### src/rtl/gmii_tx_pkg.sv
// rtl/gmii_tx_pkg.sv - shared constants and state encoding for the GMII transmit scheduler
package gmii_tx_pkg;

    localparam logic PKT_VIDEO = 1'b0;
    localparam logic PKT_AUDIO = 1'b1;

    localparam int AUD_BLK_WORDS_DEF = 32;
    localparam int IFG_CYCLES_DEF    = 12;

    localparam int LEN_W     = 11;
    localparam int SEQ_W     = 16;
    localparam int AUD_CNT_W = 4;
    localparam int ADE_NUM_W = 4;

    typedef enum logic [1:0] {
        IDLE  = 2'd0,
        START = 2'd1,
        BUSY  = 2'd2,
        GAP   = 2'd3
    } sched_state_t;

endpackage

### src/rtl/gmii_tx_audreq.sv
// rtl/gmii_tx_audreq.sv - audio send-window edge capture and ADE block accumulation
module gmii_tx_audreq
    import gmii_tx_pkg::*;
(
    input  logic                 clk,
    input  logic                 rst_n,
    input  logic                 adesig,
    input  logic [ADE_NUM_W-1:0] ade_num,
    input  logic                 grant,
    output logic [AUD_CNT_W-1:0] aud_cnt,
    output logic                 aud_pend,
    output logic                 aud_ovf
);

    logic                 adesig_q;
    logic                 ade_edge;
    logic [AUD_CNT_W-1:0] base;
    logic [AUD_CNT_W:0]   sum;

    assign ade_edge = adesig & ~adesig_q;
    // A grant in the same cycle empties the accumulator before the new blocks land.
    assign base     = grant ? '0 : aud_cnt;
    assign sum      = {1'b0, base} + {1'b0, ade_num};

    always_ff @(posedge clk or negedge rst_n) begin
        if (!rst_n) begin
            adesig_q <= 1'b0;
            aud_cnt  <= '0;
            aud_pend <= 1'b0;
            aud_ovf  <= 1'b0;
        end else begin
            adesig_q <= adesig;
            if (ade_edge && (ade_num != '0)) begin
                aud_cnt  <= sum[AUD_CNT_W] ? '1 : sum[AUD_CNT_W-1:0];
                aud_pend <= 1'b1;
                if (sum[AUD_CNT_W]) begin
                    aud_ovf <= 1'b1;
                end
            end else if (grant) begin
                aud_cnt  <= '0;
                aud_pend <= 1'b0;
            end
        end
    end

endmodule

### src/rtl/gmii_tx_sched.sv
// rtl/gmii_tx_sched.sv - video/audio frame scheduler in front of the GMII transmit engine
module gmii_tx_sched
    import gmii_tx_pkg::*;
#(
    parameter int VID_PKT_WORDS  = 300,
    parameter int LVL_W          = 11,
    parameter int VID_HI_WM      = 1536,
    parameter int AUD_BLK_WORDS  = AUD_BLK_WORDS_DEF,
    parameter int AUD_MAX_CONSEC = 2,
    parameter int IFG_CYCLES     = IFG_CYCLES_DEF,
    parameter int TIMEOUT        = 4095
) (
    input  logic                 tx_clk,
    input  logic                 sys_rst_n,
    input  logic                 sw,
    input  logic [LVL_W-1:0]     vid_level,
    input  logic                 vempty,
    input  logic                 adesig,
    input  logic [ADE_NUM_W-1:0] ade_num,
    input  logic                 aempty,
    output logic                 pkt_start,
    output logic                 pkt_type,
    output logic [LEN_W-1:0]     pkt_len,
    output logic [SEQ_W-1:0]     pkt_seq,
    input  logic                 pkt_done,
    output logic                 busy,
    output logic                 err_timeout,
    output logic                 aud_ovf
);

    localparam int WAIT_W   = $clog2(TIMEOUT + 1);
    localparam int GAP_W    = $clog2(IFG_CYCLES + 1);
    localparam int CONSEC_W = 4;

    sched_state_t         state;
    sched_state_t         state_nxt;
    logic [AUD_CNT_W-1:0] aud_cnt;
    logic                 aud_pend;
    logic                 vreq;
    logic                 vurg;
    logic                 areq;
    logic                 grant_vid;
    logic                 grant_aud;
    logic                 timeout_hit;
    logic [SEQ_W-1:0]     vid_seq;
    logic [SEQ_W-1:0]     aud_seq;
    logic [CONSEC_W-1:0]  aud_consec;
    logic [WAIT_W-1:0]    wait_cnt;
    logic [GAP_W-1:0]     gap_cnt;

    gmii_tx_audreq u_audreq (
        .clk      (tx_clk),
        .rst_n    (sys_rst_n),
        .adesig   (adesig),
        .ade_num  (ade_num),
        .grant    (grant_aud),
        .aud_cnt  (aud_cnt),
        .aud_pend (aud_pend),
        .aud_ovf  (aud_ovf)
    );

    assign vreq = (vid_level >= LVL_W'(VID_PKT_WORDS)) && !vempty;
    assign vurg = vid_level >= LVL_W'(VID_HI_WM);
    assign areq = aud_pend && !aempty;

    always_ff @(posedge tx_clk or negedge sys_rst_n) begin
        if (!sys_rst_n) begin
            state <= IDLE;
        end else begin
            state <= state_nxt;
        end
    end

    always_comb begin
        state_nxt   = state;
        grant_vid   = 1'b0;
        grant_aud   = 1'b0;
        timeout_hit = 1'b0;
        pkt_start   = 1'b0;
        busy        = 1'b0;
        case (state)
            IDLE: begin
                // Audio may win over plain video only a bounded number of times in a row.
                if (sw) begin
                    if (vurg) begin
                        grant_vid = 1'b1;
                    end else if (areq && ((aud_consec < CONSEC_W'(AUD_MAX_CONSEC)) || !vreq)) begin
                        grant_aud = 1'b1;
                    end else if (vreq) begin
                        grant_vid = 1'b1;
                    end
                end
                if (grant_vid || grant_aud) begin
                    state_nxt = START;
                end
            end
            START: begin
                pkt_start = 1'b1;
                busy      = 1'b1;
                state_nxt = BUSY;
            end
            BUSY: begin
                busy = 1'b1;
                if (pkt_done) begin
                    state_nxt = GAP;
                end else if (wait_cnt == WAIT_W'(TIMEOUT - 1)) begin
                    timeout_hit = 1'b1;
                    state_nxt   = GAP;
                end
            end
            GAP: begin
                busy = 1'b1;
                if (gap_cnt == GAP_W'(IFG_CYCLES - 1)) begin
                    state_nxt = IDLE;
                end
            end
            default: state_nxt = IDLE;
        endcase
    end

    always_ff @(posedge tx_clk or negedge sys_rst_n) begin
        if (!sys_rst_n) begin
            pkt_type    <= PKT_VIDEO;
            pkt_len     <= '0;
            pkt_seq     <= '0;
            vid_seq     <= '0;
            aud_seq     <= '0;
            aud_consec  <= '0;
            wait_cnt    <= '0;
            gap_cnt     <= '0;
            err_timeout <= 1'b0;
        end else begin
            if (grant_vid) begin
                pkt_type   <= PKT_VIDEO;
                pkt_len    <= LEN_W'(VID_PKT_WORDS);
                pkt_seq    <= vid_seq;
                vid_seq    <= vid_seq + 1'b1;
                aud_consec <= '0;
            end else if (grant_aud) begin
                pkt_type <= PKT_AUDIO;
                pkt_len  <= LEN_W'(aud_cnt) * LEN_W'(AUD_BLK_WORDS);
                pkt_seq  <= aud_seq;
                aud_seq  <= aud_seq + 1'b1;
                if (aud_consec != '1) begin
                    aud_consec <= aud_consec + 1'b1;
                end
            end
            wait_cnt <= (state == BUSY) ? wait_cnt + 1'b1 : '0;
            gap_cnt  <= (state == GAP) ? gap_cnt + 1'b1 : '0;
            if (timeout_hit) begin
                err_timeout <= 1'b1;
            end
        end
    end

endmodule

### config.mk
export PLATFORM = sky130hd
export DESIGN_NAME = gmii_tx_sched
export DESIGN_NICKNAME = d
export VERILOG_FILES = /design/src/rtl/gmii_tx_pkg.sv /design/src/rtl/gmii_tx_audreq.sv /design/src/rtl/gmii_tx_sched.sv
export SDC_FILE = /design/constraint.sdc
export NUM_CORES = 1
export LEC_CHECK = 0
export CAP_MARGIN = 5
export CORE_ASPECT_RATIO = 1.5
export CORE_MARGIN = 1
export CORE_UTILIZATION = 50
export DETAILED_ROUTE_END_ITERATION = 6
export PLACE_DENSITY = 0.74
export REMOVE_ABC_BUFFERS = 1
export SLEW_MARGIN = 10
export SYNTH_ARGS = -nofsm -noshare
export SYNTH_HDL_FRONTEND = slang
export SYNTH_SLANG_ARGS = --single-unit
### constraint.sdc
create_clock -name tx_clk -period 2.84 [get_ports tx_clk]
set_input_delay 0.426 -clock tx_clk [delete_from_list [all_inputs] [get_ports tx_clk]]
set_output_delay 0.426 -clock tx_clk [all_outputs]
set_load 0.01 [all_outputs]
Yosys cells after proc, flatten, opt, wreduce, memory -nomap -nowiden
Index checks and enable logic that the tools add are counted.
{ "word_totals": {"regBits": 90, "wordCells": 91} }
{ "op_classes": {"n_addsub": 6, "magnitude_cmp": 3, "n_eq_ne": 9, "n_mux": 37, "bitwise": 3, "reduce_logical": 19} }
{ "op_table": {"columns": ["op", "n"], "rows": [
  ["adder 16 x 1 -> 16 bit (second input constant)", 2],
  ["2-to-1 mux 16 bit", 2],
  ["2-to-1 mux 4 bit", 7],
  ["2-to-1 mux 11 bit", 2],
  ["2-to-1 mux 1 bit", 20],
  ["adder 12 x 1 -> 12 bit (second input constant)", 1],
  ["== test 12 bit (second input constant)", 1],
  ["2-to-1 mux 12 bit", 1],
  ["greater-or-equal comparator 11 bit (second input constant)", 1],
  ["greater-or-equal comparator 11 x 9 -> 1 bit (second input constant)", 1],
  ["adder 4 x 1 -> 4 bit (second input constant)", 2],
  ["2-to-1 mux 2 bit", 4],
  ["case mux 2 bit (4 select lines)", 1],
  ["AND reduction 2 bit", 3],
  ["nonzero test 2 bit", 3],
  ["adder 4 x 4 -> 5 bit", 1],
  ["== test 2 bit (second input constant)", 2],
  ["== test 4 bit (second input constant)", 1],
  ["logical AND 1 bit", 4],
  ["less-than comparator 4 x 2 -> 1 bit (second input constant)", 1],
  ["inequality test 2 bit (second input constant)", 2],
  ["inequality test 4 bit (second input constant)", 1],
  ["nonzero test 4 bit", 1],
  ["logical NOT 1 bit", 3],
  ["8 further kinds", 10]
]} }

Longest topological paths before layout
Gate-level depths: netlist of run 1.
{ "depth": {"word_depth": 14, "depth_mapped": 16} }

By module
From an unflattened synthesis of run 1, not the netlist that was laid out.
{ "hier_totals": {"cells_unflattened": 383, "hier_area_um2": 4157.7} }
{ "modules_own_cells": {"columns": ["mod", "n_inst", "cells_each", "area_per_inst_um2", "seq_area_each_um2"], "rows": [
  ["gmii_tx_sched", 1, 342, 3746.1, 1926.8],
  ["gmii_tx_audreq", 1, 41, 411.6, 175.2]
]} }

Worst setup path before layout of run 1
No wires, ideal clock.
{ "synth_path": {"kind": "in2reg", "start": "in vid_level[2]", "end": "reg u_audreq.aud_cnt[0]", "setup_time_ps": 151, "arrival_time_ps": 2558, "required_ps": 2689, "setup_slack_ps": 131, "cell_stages": 12, "n_path_buf": 2, "cell_sequence": "a21o_1 > a311o_2 > a21o_1 > buf_6 > clkbuf_1 > and2_1 > ha_1 > nor2b_1 > o21ai_0 > nand2b_1 > o21ai_0 > o21ai_1"} }
{ "synth_via": {"elab_chain_cells": 14, "word_cells_on_any_way": 15, "classes_between": "add/sub: 1; order compare: 2; mux: 8; reduce/logical: 4"} }
{ "synth_lines": {"columns": ["element", "line_no", "source"], "rows": [
  ["from (decl)", "gmii_tx_sched.sv:16", "input logic [LVL_W-1:0] vid_level,"],
  ["greater-or-equal comparator 11 x 9 -> 1 bit", "gmii_tx_sched.sv:62", "assign vreq = (vid_level >= LVL_W'(VID_PKT_WORDS)) && !vempty;"],
  ["logical AND 1 bit", "gmii_tx_sched.sv:62", null],
  ["logical NOT 1 bit", "gmii_tx_sched.sv:87", "end else if (areq && ((aud_consec < CONSEC_W'(AUD_MAX_CONSEC)) || !vreq)) begin"],
  ["logical OR 1 bit", "gmii_tx_sched.sv:87", null],
  ["logical AND 1 bit", "gmii_tx_sched.sv:87", null],
  ["2-to-1 mux 1 bit", "gmii_tx_sched.sv:87", null],
  ["2-to-1 mux 1 bit (*)", "gmii_tx_sched.sv:85", "if (vurg) begin"],
  ["2-to-1 mux 1 bit (*)", "gmii_tx_sched.sv:84", "if (sw) begin"],
  ["2-to-1 mux 1 bit (*) (2 in a row)", "gmii_tx_sched.sv:81", "case (state)"],
  ["2-to-1 mux 4 bit (*)", null, null],
  ["adder 4 x 4 -> 5 bit", "gmii_tx_audreq.sv:23", "assign sum = {1'b0, base} + {1'b0, ade_num};"],
  ["2-to-1 mux 4 bit", "gmii_tx_audreq.sv:34", "aud_cnt <= sum[AUD_CNT_W] ? '1 : sum[AUD_CNT_W-1:0];"],
  ["2-to-1 mux 4 bit (*)", "gmii_tx_audreq.sv:33", "if (ade_edge && (ade_num != '0)) begin"],
  ["to (signal assigned)", "gmii_tx_audreq.sv:34", null],
  ["to (decl)", "gmii_tx_audreq.sv:10", "output logic [AUD_CNT_W-1:0] aud_cnt,"]
]} }
Every way passes the cells marked *; elsewhere a longest branch is shown, timed or not. The select of a mux whose other input is x is not followed.
A chain may end at the register's enable or synchronous reset.

Worst setup path after layout of run 1
Same ends and word-level chain as after synthesis.

==> results of run 1 <==
[routing by layer]
metal / share of wire [%] / track usage [%]
met1: 43 / 27.74
met2: 53 / 35.71
met3: 2.8 / 4.039
met4: 1.5 / 10.12
met5: 0 / 0
[flip-flops by register name, summed over array words and instances, names as in the netlist, 2 cells and up]
signal            flops
aud_seq              16
pkt_seq              16
vid_seq              16
wait_cnt             12
pkt_len               5
aud_consec            4
gap_cnt               4
u_audreq.aud_cnt      4
state                 2
[power by group]
| group | total, mW | leakage, nW | internal [mW] | switching [mW] |
|---|---|---|---|---|
| Sequential | 1.59 | 1.11 | 1.40 | 0.194 |
| Clock | 1.20 | 0.151 | 0.697 | 0.504 |
| Combinational | 1.08 | 1.03 | 0.545 | 0.539 |
[critical path: cells and delay by family]
family / cells / cell delay (ns)
adder cells (fa/ha/maj): 2 / 0.36
AND/OR/NAND/NOR: 3 / 0.28
buffers and inverters: 3 / 0.52
AO/OA/AOI/OAI: 6 / 1.24
[worst paths after layout]
path	start	to	cells after the start
min in group tx_clk	gap_cnt[0]	gap_cnt[0]	1
max	vid_level[2]	u_audreq.aud_cnt[0]	14
min reg2reg	gap_cnt[0]	gap_cnt[0]	1
max reg2reg	state[0]	u_audreq.aud_cnt[1]	14
min	sys_rst_n	gap_cnt[2]	1
max in group asynchronous	sys_rst_n	err_timeout	1
[cell type report]
type / count / area [um^2] / area share (%)
multi-input cells: 263 / 1750 / 34.93
clock inverters: 7 / 82.58 / 1.648
well taps: 102 / 127.6 / 2.547
flip-flops and latches: 84 / 2102 / 41.95
inverters: 30 / 112.6 / 2.247
clock buffers: 9 / 225.2 / 4.494
repair buffers: 63 / 610.6 / 12.18
[layout by cell type (no fill, tap or decap), types with 6 or more instances in the layout]
| cell | instances |
|---|---|
| sky130_fd_sc_hd__a21o_1 | 6 |
| sky130_fd_sc_hd__a21oi_1 | 8 |
| sky130_fd_sc_hd__a22oi_1 | 14 |
| sky130_fd_sc_hd__and2_1 | 6 |
| sky130_fd_sc_hd__buf_4 | 16 |
| sky130_fd_sc_hd__clkbuf_16 | 9 |
| sky130_fd_sc_hd__clkdlybuf4s50_1 | 45 |
| sky130_fd_sc_hd__dfrtp_1 | 84 |
| sky130_fd_sc_hd__ha_1 | 15 |
| sky130_fd_sc_hd__inv_1 | 30 |
| sky130_fd_sc_hd__nand2_1 | 27 |
| sky130_fd_sc_hd__nand3_1 | 15 |
| sky130_fd_sc_hd__nand4_1 | 18 |
| sky130_fd_sc_hd__nor2_1 | 23 |
| sky130_fd_sc_hd__nor3_1 | 15 |
| sky130_fd_sc_hd__o21ai_0 | 8 |
| sky130_fd_sc_hd__o21ai_1 | 13 |
| sky130_fd_sc_hd__xnor2_1 | 16 |
| sky130_fd_sc_hd__xor2_1 | 26 |
[cells by family after synthesis]
group,after synthesis
adders and majority gates,16
other,1
AOI/OAI and AO/OA,74
DFF,84
xor gates and xnor gates,42
buffers and inverters,49
muxes,2
and+or+nand+nor,124
[through the flow]
stage	hold slack (ns)	setup TNS, ns
after detailed placement	0.4551	-0.6356
after global routing	0.3602	0
after global placement	0.4544	-0.4600
after floorplan	0.1304	0
final	0.2472	0
after CTS	0.3028	0
==> metrics.yaml, run 1 <==
status:
  run_status: "finished, final reports clean"
place:
  detailed_place_hpwl_mm: 5.850
  count_of_placed_standard_cells_including_taps: 542
  dpl-instance-area_um2: 4703
  place.port_buffers: 46
  routabilityCongestion: 0.8424
  dp_slack_ns: -0.1488
cells_and_area:
  finish.instance_area_um2: 5011
  number_of_antenna_diodes: 0
  postLayoutCoreUtil_pct: 64.59
  area.growth.synth_to_final_pct: 23.23
  finish.net_count: 489
  final_cells: 558
  post_route_cells_drive_above_1_share_pct: 9.211
  num-fill-cells: 604
critical_path:
  critical_path.cell_chain: "clkdlybuf4s50_1 > a21o_1 > a311o_2 > a21o_1 > nand2_1 > inv_1 > ha_1 > inv_1 > fa_1 > nor2b_1 > o21ai_0 > nand2b_1 > o21ai_0 > o21ai_1"
  end_kind: "flip-flop"
  worst_setup_path_start_kind: "input pin"
  crit_path_max_fanout: 8
  timing.critical_path.required_ns: 3.03
  crit_slowest_cell: "sky130_fd_sc_hd__clkdlybuf4s50_1"
  delay_of_the_slowest_cell_on_the_worst_path_ns: 0.40
  setup.worst_path.class: "input pin to flip-flop"
  cp.arrival_ns: 2.82
  rrSetupSlack_ns: 0.35
drt:
  vias_per_cell: 5.478
  route.detailed.wl_per_inst_um: 14.84
  first_pass_drt_iterations: 5
  detailroute.via_count: 3057
  drtIter0Drc: 120
  drc: 0
  drtAntennaViolNets: 0
  drt-total-wl_mm: 8.281
synthesis:
  yosys-top-cells-area: "sky130_fd_sc_hd__dfrtp_1 52%, sky130_fd_sc_hd__xor2_1 5.6%, sky130_fd_sc_hd__ha_1 4.6%, sky130_fd_sc_hd__xnor2_1 3.4%, sky130_fd_sc_hd__inv_1 2.8%"
  postSynthCellCount: 392
  async_flop_share_pct: 100.0
  synth_fa_ha_area_share_pct: 5.108
  synth_commonest_cells: "84 x sky130_fd_sc_hd__dfrtp_1, 30 x sky130_fd_sc_hd__inv_1, 27 x sky130_fd_sc_hd__nand2_1, 26 x sky130_fd_sc_hd__xor2_1, 23 x sky130_fd_sc_hd__nor2_1"
  postSynthRegisterBits: 84
  synth_sequential_area_ratio_pct: 51.69
  netlist.area_leader.share_pct: 51.69
  synth_top_flop_cell: "sky130_fd_sc_hd__dfrtp_1"
  post_synth_instance_area_um2: 4066
  synth.avg_cell_area_um2: 10.37
  ys.warnings.count: 0
  yosys-mux-area-fraction_pct: 0.5231
  synth_compound_gate_area_share_pct: 12.40
  synth_simple_gate_area_share_pct: 15.51
  synth-edff-count: 0
  synth_xor_area_share_pct: 9.046
  synth_top_family_by_area: "simple AND/OR/NAND/NOR gates"
  post_synth_num_cell_types: 53
  yosys.cell_count.top_type: "sky130_fd_sc_hd__dfrtp_1"
  synth_top_cell_by_area: "sky130_fd_sc_hd__dfrtp_1"
timing:
  slew_headroom_pct: 30.44
  maximum_clock_frequency_mhz: 380.0
  finalSetupViolations: 0
  timing.final.crit_period_ns: 2.632
  worst_slack_ns: 0.2082
  clock_skew_ns: 0.008772
  grt_setup_unrepaired: "false"
  slew_violations: 0
  final-hold-violation-count: 0
  max_slew.worst_pin.slew_ns: 1.043
  post-route-period-util_pct: 92.67
pwr:
  vdd_ir_drop_max_mv: 0.5427
  static-leakage-power_nw: 2.290
  post-layout-total-power_mw: 3.877
  cellPowerDensity_nw_per_um2: 773.7
global_routing:
  grt_first_pass_wirelength_mm: 14.15
  number_of_antenna_violations_at_the_first_check_in_global_routing: 0
  grt_pass1_vias: 3107
  grt_use_total_pct: 21.93
  globalRoute.totalOverflow: 0
  grt_start_max_net_pins: 85
die:
  coreArea_um2: 7759
  die_width_um: 75.64
  floorplan.rows: 39
  floorplan.initialDensity_pct: 52.41
  die-height_um: 112.5
  design.die.area_um2: 8505
  ioPinCount: 54
clocking:
  cts_tree: "done"
  cts-buffers-inserted: 9
  cts_hold_buffers: 0
  post-cts-setup-buffers: 0
  cts_root_buffer: "sky130_fd_sc_hd__clkbuf_16"
  clkSlewWorstSetupHoldPaths_ns: 0.06
  cts_resized: 0
  clock_tree.buffer_depth: 2
  clock_sinks: 84
  htree_num_levels: 3
  clk_latency_ns: 0.34
min_path:
  worst_min_delay_path_class: "input pin to asynchronous set/reset pin"
flow_run:
  cap_violations: 0
(Power assumes the default switching activity.)
==> inputs of run 2 (changes only) <==
--- a/config.mk
+++ b/config.mk
@@ -5,6 +5,7 @@
 export SDC_FILE = /design/constraint.sdc
 export NUM_CORES = 1
 export LEC_CHECK = 0
+export ABC_AREA = 0
 export CAP_MARGIN = 5
 export CORE_ASPECT_RATIO = 1.5
 export CORE_MARGIN = 1
==> results of run 2 <==
The final DEF is identical to that of run 1; final timing and power are the same.
